$ cat src/rtl/mult_div_unit.sv
// mult_div_unit: iterative signed multiply / divide unit.
//   Multiply uses radix-2 Booth recoding, and divide uses restoring division
//   on magnitudes. Each takes CYCLES iterations plus one result cycle.
//   Division by zero skips the iterations and only raises div_zero.
// Ports:
//   clk          rising-edge clock
//   reset        asynchronous, active-low reset
//   start        one-cycle request, sampled only in IDLE
//   op           0 = signed multiply, 1 = signed divide
//   a_in, b_in   multiplicand/dividend and multiplier/divisor
//   busy         operation in flight (MULT, DIV or FIN)
//   done         one-cycle pulse; hi_out/lo_out are valid from this cycle
//   div_zero     divide by zero; held until the next accepted start
//   hi_out       mult: product high word, div: remainder
//   lo_out       mult: product low word,  div: quotient
module mult_div_unit #(
    parameter int WIDTH  = 32,
    parameter int CYCLES = 32
) (
    input  logic             clk,
    input  logic             reset,
    input  logic             start,
    input  logic             op,
    input  logic [WIDTH-1:0] a_in,
    input  logic [WIDTH-1:0] b_in,
    output logic             busy,
    output logic             done,
    output logic             div_zero,
    output logic [WIDTH-1:0] hi_out,
    output logic [WIDTH-1:0] lo_out
);
    localparam int CW = $clog2(CYCLES);

    typedef enum logic [1:0] {IDLE, MULT, DIV, FIN} state_t;

    state_t            state;
    logic [CW-1:0]     cnt;
    logic              op_q;
    logic              a_neg;
    logic              b_neg;
    logic              dz_pend;

    // The Booth accumulator is one bit wider than the operands.
    // This keeps the multiplicand -2^(WIDTH-1) exact when it is added or
    // subtracted.
    logic signed [WIDTH:0] mcand;
    logic signed [WIDTH:0] acc;
    logic [WIDTH-1:0]      mq;
    logic                  q_m1;

    // Restoring divider.
    // quo starts as |dividend| and shifts its bits out into rem.
    logic [WIDTH-1:0] dvs;
    logic [WIDTH-1:0] rem;
    logic [WIDTH-1:0] quo;

    function automatic logic [WIDTH-1:0] cond_neg(input logic [WIDTH-1:0] x,
                                                  input logic neg);
        return neg ? (~x + 1'b1) : x;
    endfunction

    function automatic logic [WIDTH-1:0] abs_val(input logic [WIDTH-1:0] x);
        return cond_neg(x, x[WIDTH-1]);
    endfunction

    // Booth add/subtract for the current recoding pair {q0, q-1}
    logic signed [WIDTH:0] acc_sum;
    always_comb begin
        acc_sum = acc;
        case ({mq[0], q_m1})
            2'b01:   acc_sum = acc + mcand;
            2'b10:   acc_sum = acc - mcand;
            default: acc_sum = acc;
        endcase
    end

    // Trial subtraction.
    // rem < dvs always holds, so shifted fits in WIDTH+1 bits.
    // The difference fits in WIDTH bits whenever it is kept.
    logic [WIDTH:0]   shifted;
    logic             rem_ge;
    logic [WIDTH-1:0] rem_diff;
    always_comb begin
        shifted  = {rem, quo[WIDTH-1]};
        rem_ge   = (shifted >= {1'b0, dvs});
        rem_diff = shifted[WIDTH-1:0] - dvs;
    end

    always_ff @(posedge clk or negedge reset) begin
        if (!reset) begin
            state    <= IDLE;
            cnt      <= '0;
            op_q     <= 1'b0;
            a_neg    <= 1'b0;
            b_neg    <= 1'b0;
            dz_pend  <= 1'b0;
            mcand    <= '0;
            acc      <= '0;
            mq       <= '0;
            q_m1     <= 1'b0;
            dvs      <= '0;
            rem      <= '0;
            quo      <= '0;
            busy     <= 1'b0;
            done     <= 1'b0;
            div_zero <= 1'b0;
            hi_out   <= '0;
            lo_out   <= '0;
        end else begin
            done <= 1'b0;
            case (state)
                IDLE: begin
                    if (start) begin
                        op_q     <= op;
                        a_neg    <= a_in[WIDTH-1];
                        b_neg    <= b_in[WIDTH-1];
                        dz_pend  <= op && (b_in == '0);
                        div_zero <= 1'b0;
                        busy     <= 1'b1;
                        cnt      <= CW'(CYCLES - 1);
                        mcand    <= {a_in[WIDTH-1], a_in};
                        acc      <= '0;
                        mq       <= b_in;
                        q_m1     <= 1'b0;
                        dvs      <= abs_val(b_in);
                        rem      <= '0;
                        quo      <= abs_val(a_in);
                        if (!op)
                            state <= MULT;
                        else if (b_in != '0)
                            state <= DIV;
                        else
                            state <= FIN;
                    end
                end
                MULT: begin
                    acc  <= acc_sum >>> 1;
                    mq   <= {acc_sum[0], mq[WIDTH-1:1]};
                    q_m1 <= mq[0];
                    if (cnt == '0)
                        state <= FIN;
                    else
                        cnt <= cnt - 1'b1;
                end
                DIV: begin
                    rem <= rem_ge ? rem_diff : shifted[WIDTH-1:0];
                    quo <= {quo[WIDTH-2:0], rem_ge};
                    if (cnt == '0)
                        state <= FIN;
                    else
                        cnt <= cnt - 1'b1;
                end
                FIN: begin
                    done  <= 1'b1;
                    busy  <= 1'b0;
                    state <= IDLE;
                    if (dz_pend) begin
                        div_zero <= 1'b1;
                    end else if (op_q) begin
                        // Divide result: the quotient sign comes from the
                        // operand signs, the remainder sign from the dividend.
                        lo_out <= cond_neg(quo, a_neg ^ b_neg);
                        hi_out <= cond_neg(rem, a_neg);
                    end else begin
                        hi_out <= acc[WIDTH-1:0];
                        lo_out <= mq;
                    end
                end
                default: state <= IDLE;
            endcase
        end
    end

endmodule

$ cat config.mk
export PLATFORM = sky130hd
export DESIGN_NAME = mult_div_unit
export DESIGN_NICKNAME = d
export VERILOG_FILES = /design/src/rtl/mult_div_unit.sv
export SDC_FILE = /design/constraint.sdc
export NUM_CORES = 1
export LEC_CHECK = 0
export ABC_AREA = 1
export CAP_MARGIN = 20
export CORE_UTILIZATION = 50
export CTS_BUF_LIST = sky130_fd_sc_hd__clkbuf_16
export CTS_CLUSTER_DIAMETER = 120
export DETAILED_ROUTE_END_ITERATION = 10
export GPL_TIMING_DRIVEN = 1
export HOLD_SLACK_MARGIN = 0.05
export PLACE_DENSITY = 0.71
export SLEW_MARGIN = 30
export SYNTH_ARGS = -nofsm -noshare
export SYNTH_HDL_FRONTEND = slang
export SYNTH_SLANG_ARGS = --single-unit
$ cat constraint.sdc
create_clock -name clk -period 4.65 [get_ports clk]
set_input_delay 0.93 -clock clk [delete_from_list [all_inputs] [get_ports clk]]
set_output_delay 0.93 -clock clk [all_outputs]
set_load 0.02 [all_outputs]
; After elaboration in Yosys (flattened, before gate mapping)
; Cells that the tools add are included.
[totals]
reg_bits = 272
latchBits = 0
ram_bits = 0
romBits = 0
inputBits = 68
out_inout_bits = 67
word_cells = 91
n_memories = 0
[classes]
add_sub_neg = 8
mul = 0
div_mod_pow = 0
magnitude_cmp = 1
eq_ne = 9
shift = 0
muxes = 31
n_bitwise = 6
reduce_logical = 18
[ops]
columns = cell, n
row1 = two-way mux 32 bit, 10
row2 = one-hot mux 32 bit (2 select lines), 3
row3 = one-hot mux 33 bit (2 select lines), 2
row4 = adder 32 x 1 -> 32 bit (second input constant), 4
row5 = inverter 32 bit, 4
row6 = adder 33 x 32 -> 33 bit, 1
row7 = >= comparator 33 x 32 -> 1 bit, 1
row8 = two-way mux 33 bit, 1
row9 = subtractor 33 x 32 -> 33 bit, 1
row10 = logical NOT 32 bit, 1
row11 = nonzero test 32 bit, 1
row12 = subtractor 32 bit, 1
row13 = AND reduction 2 bit, 6
row14 = two-way mux 5 bit, 2
row15 = one-hot mux 5 bit (2 select lines), 1
row16 = nonzero test 2 bit, 4
row17 = == test 2 bit (second input constant), 3
row18 = two-way mux 2 bit, 3
row19 = != test 2 bit (second input constant), 3
row20 = one-hot mux 1 bit (2 select lines), 3
row21 = one-hot mux 2 bit (3 select lines), 1
row22 = AND reduction 3 bit, 2
row23 = logical NOT 5 bit, 1
row24 = two-way mux 1 bit, 5
row25 = 8 further kinds, 9

; Depth between registers and ports, before layout
; Gate-level depths: netlist of run 1.
[logic_depth]
depth_word = 5
mapped_depth = 23
ltp_nobuf = 23

; Worst setup path before layout of run 1
; OpenSTA, ideal clock, no wires.
[synth_path]
path_kind = register to register
startpoint = reg q_m1
endpoint = reg acc[30]
setup_ns = 0.117
arrival_ns = 2.725
t_required_ns = 4.533
path_slack_ns = 1.808
path_stages_with_launch = 21
period_less_slack_ns = 2.842
path_cell_list = dfrtp_1 -> inv_1 -> ha_1 -> clkbuf_1 -> clkinv_1 -> nand2_1 -> o21ai_1 -> a21oi_1 -> o21ai_1 -> xnor2_1 -> ha_1 -> a21oi_1 -> o21ai_0 -> inv_1 -> nand2_1 -> a21oi_1 -> nand2_1 -> nand2_1 -> nand3_1 -> nand2_1 -> nand2_1
[synth_via]
elab_chain_len = 3
elab_cells_between_ends = 4
[synth_rtl]
columns = item, line_no
row1 = start: declaration, 49  ; logic q_m1;
row2 = start signal: assignment, 139  ; q_m1 <= mq[0];
row3 = == test 2 bit or == test 2 x 1 -> 1 bit (tied branches), 70  ; case ({mq[0], q_m1})
row4 = one-hot mux 33 bit (2 select lines) (*), 70
row5 = one-hot mux 33 bit (2 select lines) (*), 111  ; case (state)
row6 = end signal: assignment, 137  ; acc <= acc_sum >>> 1;
row7 = end: declaration, 47  ; logic signed [WIDTH:0] acc;
; Mark *: on every way between the ends. The rest lies on a longest branch, timed or not.
; A chain may end at the register's enable or synchronous reset.

; Worst setup path in the final report of run 1
[layout_path]
startpoint = reg q_m1
endpoint = reg acc[29]
; The elaborated chain is that of the path after synthesis.

==> results of run 1 <==
## logic make-up after synthesis
family | count (synthesis)
simple gates | 1815
buf+inv | 623
compound gates | 552
flops | 270
xor+xnor | 91
fa+ha+maj | 78
## final timing paths
check / startpoint / to / slack, ps / depth (start not counted)
max in group asynchronous: reset / acc[2] / 3180 / 2
min in group clk: hi_out[8] / hi_out[8] / 480 / 2
worst max register to register: q_m1 / acc[29] / 1230 / 18
worst max-delay path: q_m1 / acc[29] / 1230 / 18
worst min-delay path: reset / rem[13] / 360 / 1
worst min register to register: hi_out[8] / hi_out[8] / 480 / 2
## per-stage QoR
stage                     worst slack, ps  instance area [sq um]
after detailed placement             1263                  23210
after floorplan                      1808                  21470
after global routing                811.0                  24150
after CTS                            1258                  24150
after global placement               1299                  23210
final                                1229                  24150
## state kept, by name, summed over array words and instances, names as in the netlist, 2 cells and up
register and count:
rem 32, hi_out 32, dvs 32, cnt 5, state 2, lo_out 32
quo 32, mcand 31, mq 32, acc 32
## cell type report
type | instances | share of cell area
inverter | 507 | 0.07881
tap | 539 | 0.02793
clock buffer | 31 | 0.03212
sequential | 270 | 0.2798
clock inverter | 23 | 0.006528
timing repair buffer | 158 | 0.06373
multi-input combinational | 2536 | 0.5110
## metal layers
metal  global-route usage  wire length [um]  vias to the layer above
li1                     -                 -                    11073
met1               0.4710             33240                    10519
met2               0.5375             33080                      808
met3              0.05095              5108                      130
met4               0.1080              2472                        0
met5                    0                 0                        -
## critical path, cell delays in order (launching register included)
cell	delay, ps
dfrtp_1	350
inv_1	80
ha_1	500
clkinv_1	170
nand2_1	130
o21ai_1	100
a21oi_1	220
o21ai_1	110
xnor2_1	210
ha_1	380
nand2_1	120
nor2_1	250
nand2_1	140
nor2_1	120
nand2_1	100
nand3_1	100
nand3_1	90
nand2_1	80
nand2_1	50
## power by group through the flow
stage	clock network, mW	logic, mW	registers [mW]
after global routing	2.43	14.5	4.49
after floorplan	0	8.87	4.32
after global placement	0	12.5	4.36
after CTS	2.35	12.8	4.36
after detailed placement	0	12.7	4.38
final	2.32	12.9	4.39
## cell usage in the layout (no fill, tap or decap), types with 20 or more instances in the layout
cell / n
nand2_1: 1134
inv_1: 492
nor2_1: 293
dfrtp_1: 269
nand3_1: 254
o21ai_0: 221
a21oi_1: 185
clkdlybuf4s50_1: 133
ha_1: 76
xor2_1: 70
o211ai_1: 44
nand4_1: 38
o21ai_1: 38
nor3_1: 33
clkbuf_16: 31
buf_4: 23
xnor2_1: 21
a31oi_1: 20
==> run metrics, run 1 <==
Synth Area in XOR/XNOR=0.03711; Die ar.=43780 sq um; worst slew pin tran=911.3 ps; FILL cells=4168; hold slack final=358.1 ps; Max clock buf depth=3; mux contribution to synthesized area=0; asr flop ratio synth=1.000; Worst Path Arrival=3910 ps; CTS HTree Levels=1; main flop type after synthesis=dfrtp_1; Leak Pwr=12.66 nW; CTS tree=yes; outcome=completed; post-synthesis cell type count=51; first-pass GRT wire length=116300 um; Pins Over Slew Limit=0; Synth Area in Compound Gates=0.1412; Synth Area in Simple Gates=0.3489; # diodes=0; type of the most critical hold path=in2async; Post-Synth Adder-Cell Area=0.04615; Synth top area share=0.3146; RSZ-0062 raised after global routing=no; Worst setup SP type=flip-flop; register area=6758 sq um; Die X=209.2 um; Comb pwr share=0.658; Rel. slew slack=0.3918; CP Capture Type=flip-flop; Psw=10.81 mW; synthesized instance count=3429; total core area=42130 sq um; Rows=75; Pwr Total=19.63 mW; Syn. warnings=0; fin crit share=0.7357; Final nets=3650; Sw Share=0.5509; Area Growth Syn to Fin=12.45%; vias in the first global route=21250; Detailed Routing Iterations Pass 1=6; Post-DRT Antenna Nets=0; DRC violations left=0; Post-Syn Area per Cell=6.263 sq um; post-route non-filler standard cell count=4064; initial antenna violation count=0; DR iter-0 viols=2216; Seq pwr share=0.223; Die Ht=209.2 um; Final setup violation count=0; WL final=73900 um; gr usage total=0.3378; Initial Util=0.5097; total CTS buffers=31; clock network fraction of total power=0.118; largest net degree at the start of global routing=98; syn_nets=3575; ranking of synthesized cells by area=dfrtp_1, nand2_1, inv_1, nand3_1, o21ai_0; Power Dens Cells=812.9 nW/um^2; Max Freq=292.3 MHz; CTS hold repair buffers=0; Post-synth top cells=nand2_1, inv_1, nor2_1; Clk Latency, worst-skew pair=600 ps; clock period minus worst slack=3421 ps; largest family of logic cells by synthesized area=simple AND/OR/NAND/NOR gates; area leader, netlist=dfrtp_1; share of layout cells above drive strength 1=0.03546; total gr overflow=0; vias per cell=5.544; Post-CTS Resized=0; clk_skew=12.84 ps; HPWL Detailed=58150 um; # clock sinks=270; most common cell in the synthesized netlist=nand2_1; wire per inst=18.18 um; sequential share of the synthesized area=0.3146; via count=22530; root buffer cell=clkbuf_16; Layout Utilization=0.5731; Ports=135; Hold Vio Cnt, Final=0; setup total negative slack=0 ps; Syn Std Cell Area=21470 sq um; max_cap viols=0; number of synthesized flops with an enable pin=0; Clk pin slew, worst setup/hold paths=60 ps; maximum VDD drop=0.5864 mV; crit-path max FO=17; Worst Path Required=5130 ps; Internal Pwr Total=8.816 mW; post-CTS setup buffers=0; placed cells=4010; Placer Congestion=0.9819; critical path class=reg2reg; port bufs=134; multi-input logic area=12340 sq um; Synth Register Bits=270
Power figures use the tool's default switching activity.
==> run 2: changes to the inputs <==
==> constraint.sdc (replaced) <==
create_clock -name clk -period 3.3 [get_ports clk]
set_input_delay 0.66 -clock clk [delete_from_list [all_inputs] [get_ports clk]]
set_output_delay 0.66 -clock clk [all_outputs]
set_load 0.02 [all_outputs]
==> run metrics, run 2 (same netlist as run 1, synthesis figures left out) <==
met3 WL=4836 um (-5.3%); initial antenna violation count=1 (+1); Pins Over Slew Limit=0 (unchanged); Final setup violation count=0 (unchanged); Worst Path Required=3790 ps (-1340 ps); outcome=completed; vias in the first global route=20771 (-2.3%); hold slack final=6.888 ps (-351.2 ps); max_cap viols=0 (unchanged); CTS tree=yes; share of layout cells above drive strength 1=0.05963 (+0.02417); Clk Latency, worst-skew pair=610 ps (about the same); Detailed Routing Iterations Pass 1=6 (unchanged); Die ar.=43780 sq um (unchanged); port bufs=134 (unchanged); Post-DRT Antenna Nets=0 (unchanged); Pwr Total=28.78 mW (+47%); CTS hold repair buffers=0 (unchanged); Placed Area=23420 sq um (+0.89%); placed cells=4031 (+0.52%); via count=22663 (+0.59%); wire per inst=18.16 um (-0.16%); most frequent cells in the layout=nand2_1, inv_1, nor2_1; Placer Congestion=0.9709 (-1.1%); DR iter-0 viols=2350 (+6.0%); Die Ht=209.2 um (unchanged); post-route non-filler standard cell count=4094 (+0.74%); Final nets=3676 (+0.71%); Leak Pwr=12.86 nW (+1.5%); Rel. slew slack=0.5108 (+0.1190); Power Dens Cells=1162 nW/um^2 (+43%); total core area=42130 sq um (unchanged); total gr overflow=0 (unchanged); Ports=135 (unchanged); R2R cell count=17 (-1); Worst Path Arrival=3600 ps (-310 ps); worst slew pin tran=731.0 ps (-180.3 ps); Clk pin slew, worst setup/hold paths=60 ps (about the same); # clock sinks=270 (unchanged); Max clock buf depth=3 (unchanged); crit-path max FO=4 (-13); gr usage total=0.3349 (-0.002945); FF-to-FF Start=mcand[3]; first-pass GRT wire length=115700 um (-0.58%); Hold Vio Cnt, Final=0 (unchanged); root buffer cell=clkbuf_16; Layout Utilization=0.5878 (+0.01467); DR WL met2=33640 um (+1.7%); Worst setup SP type=flip-flop; r2r setup slk=190 ps (-1040 ps); maximum VDD drop=0.6897 mV (+18%); Max Freq=321.6 MHz (+10%); vias per cell=5.536 (-0.15%); CTS HTree Levels=1 (unchanged); type of the most critical hold path=in2async; PnR worst setup slack=190.3 ps (-1039 ps); critical path class=reg2reg; clk_skew=22.75 ps (+9.905 ps); Area Growth Syn to Fin=15.33%; clock period minus worst slack=3110 ps (-311.3 ps); fin area=24770 sq um (+2.6%); DRC violations left=0 (unchanged); largest net degree at the start of global routing=85 (-13%); CP Capture Type=flip-flop; uppermost layer routed=met5; RSZ-0062 raised after global routing=yes; worst reg2reg endpoint=acc[22]; commonest non-fill, non-tap cell in the layout=nand2_1; pre-CTS setup slack=-17.94 ps (-1281 ps); HPWL Detailed=58510 um (+0.62%); # diodes=0 (unchanged); fin crit share=0.9423 (+0.2066); Initial Util=0.5097 (unchanged); Die X=209.2 um (unchanged); Rows=75 (unchanged); wl on met1=33720 um (+1.5%); total CTS buffers=31 (unchanged); WL final=74330 um (+0.58%); setup total negative slack=0 ps (unchanged)
-- run 2: cell count changes in the layout (fill, tap and decap cells not counted), moves of 10 or more --
| cell | previous run | this run |
|---|---|---|
| nand2_1 | 1134 | 1122 |
| buf_4 | 23 | 45 |
| a21oi_1 | 185 | 173 |
| ha_1 | 76 | 66 |
| nand2_2 | 10 | 22 |
| a21oi_2 | 1 | 13 |
-- run 2: cell type report --
cell class | instances | area, sq um
Multi-Input combinational cell | 2536 | 12620
Inverter | 507 | 1903
Clock inverter | 27 | 252.7
Sequential cell | 270 | 6759
Tap cell | 539 | 674.4
Fill cell | 4096 | 17370
Timing Repair Buffer | 184 | 1784
Clock buffer | 31 | 775.7
-- run 2: report_power, final --
part           internal [mW]  switching, mW
logic                   6.37           12.6
registers               4.78           1.45
clock network           2.03           1.52
-- run 2: worst max path at each step --
stage                        start  endpoint  slack [ps]  depth (start not counted)
after floorplan               q_m1   acc[30]         460                         20
after global placement    mcand[0]   acc[21]         110                         21
after detailed placement  mcand[3]   acc[22]         -20                         17
after CTS                 mcand[3]   acc[20]          40                         19
after global routing      mcand[3]   acc[21]         -20                         19
final                     mcand[3]   acc[22]         190                         17
-- run 2: what timing repair did --
item | in CTS | in global routing
gates resized for setup | 1 | 66
setup endpoints to repair | 2 | 20
buffers inserted | 0 | 5
pin swaps | 0 | 12
-- run 2: critical path: stages, from the launching register on --
cell,delay [ps]
dfrtp_1,410
nor2_2,150
nand4_1,200
or3_4,450
o21ai_2,130
xor2_1,270
inv_2,110
ha_4,300
nand2_2,80
nor2_2,190
and2_1,150
nand2_1,60
nand2_2,130
nand2_1,80
nand3_1,80
nand3_1,80
nand2_1,80
nand2_1,50
-- run 2: layer usage --
metal | track usage | up-vias
met5 | 0 | -
met4 | 0.09077 | 2
met3 | 0.04073 | 126
met2 | 0.5361 | 779
met1 | 0.4763 | 10617
li1 | - | 11139
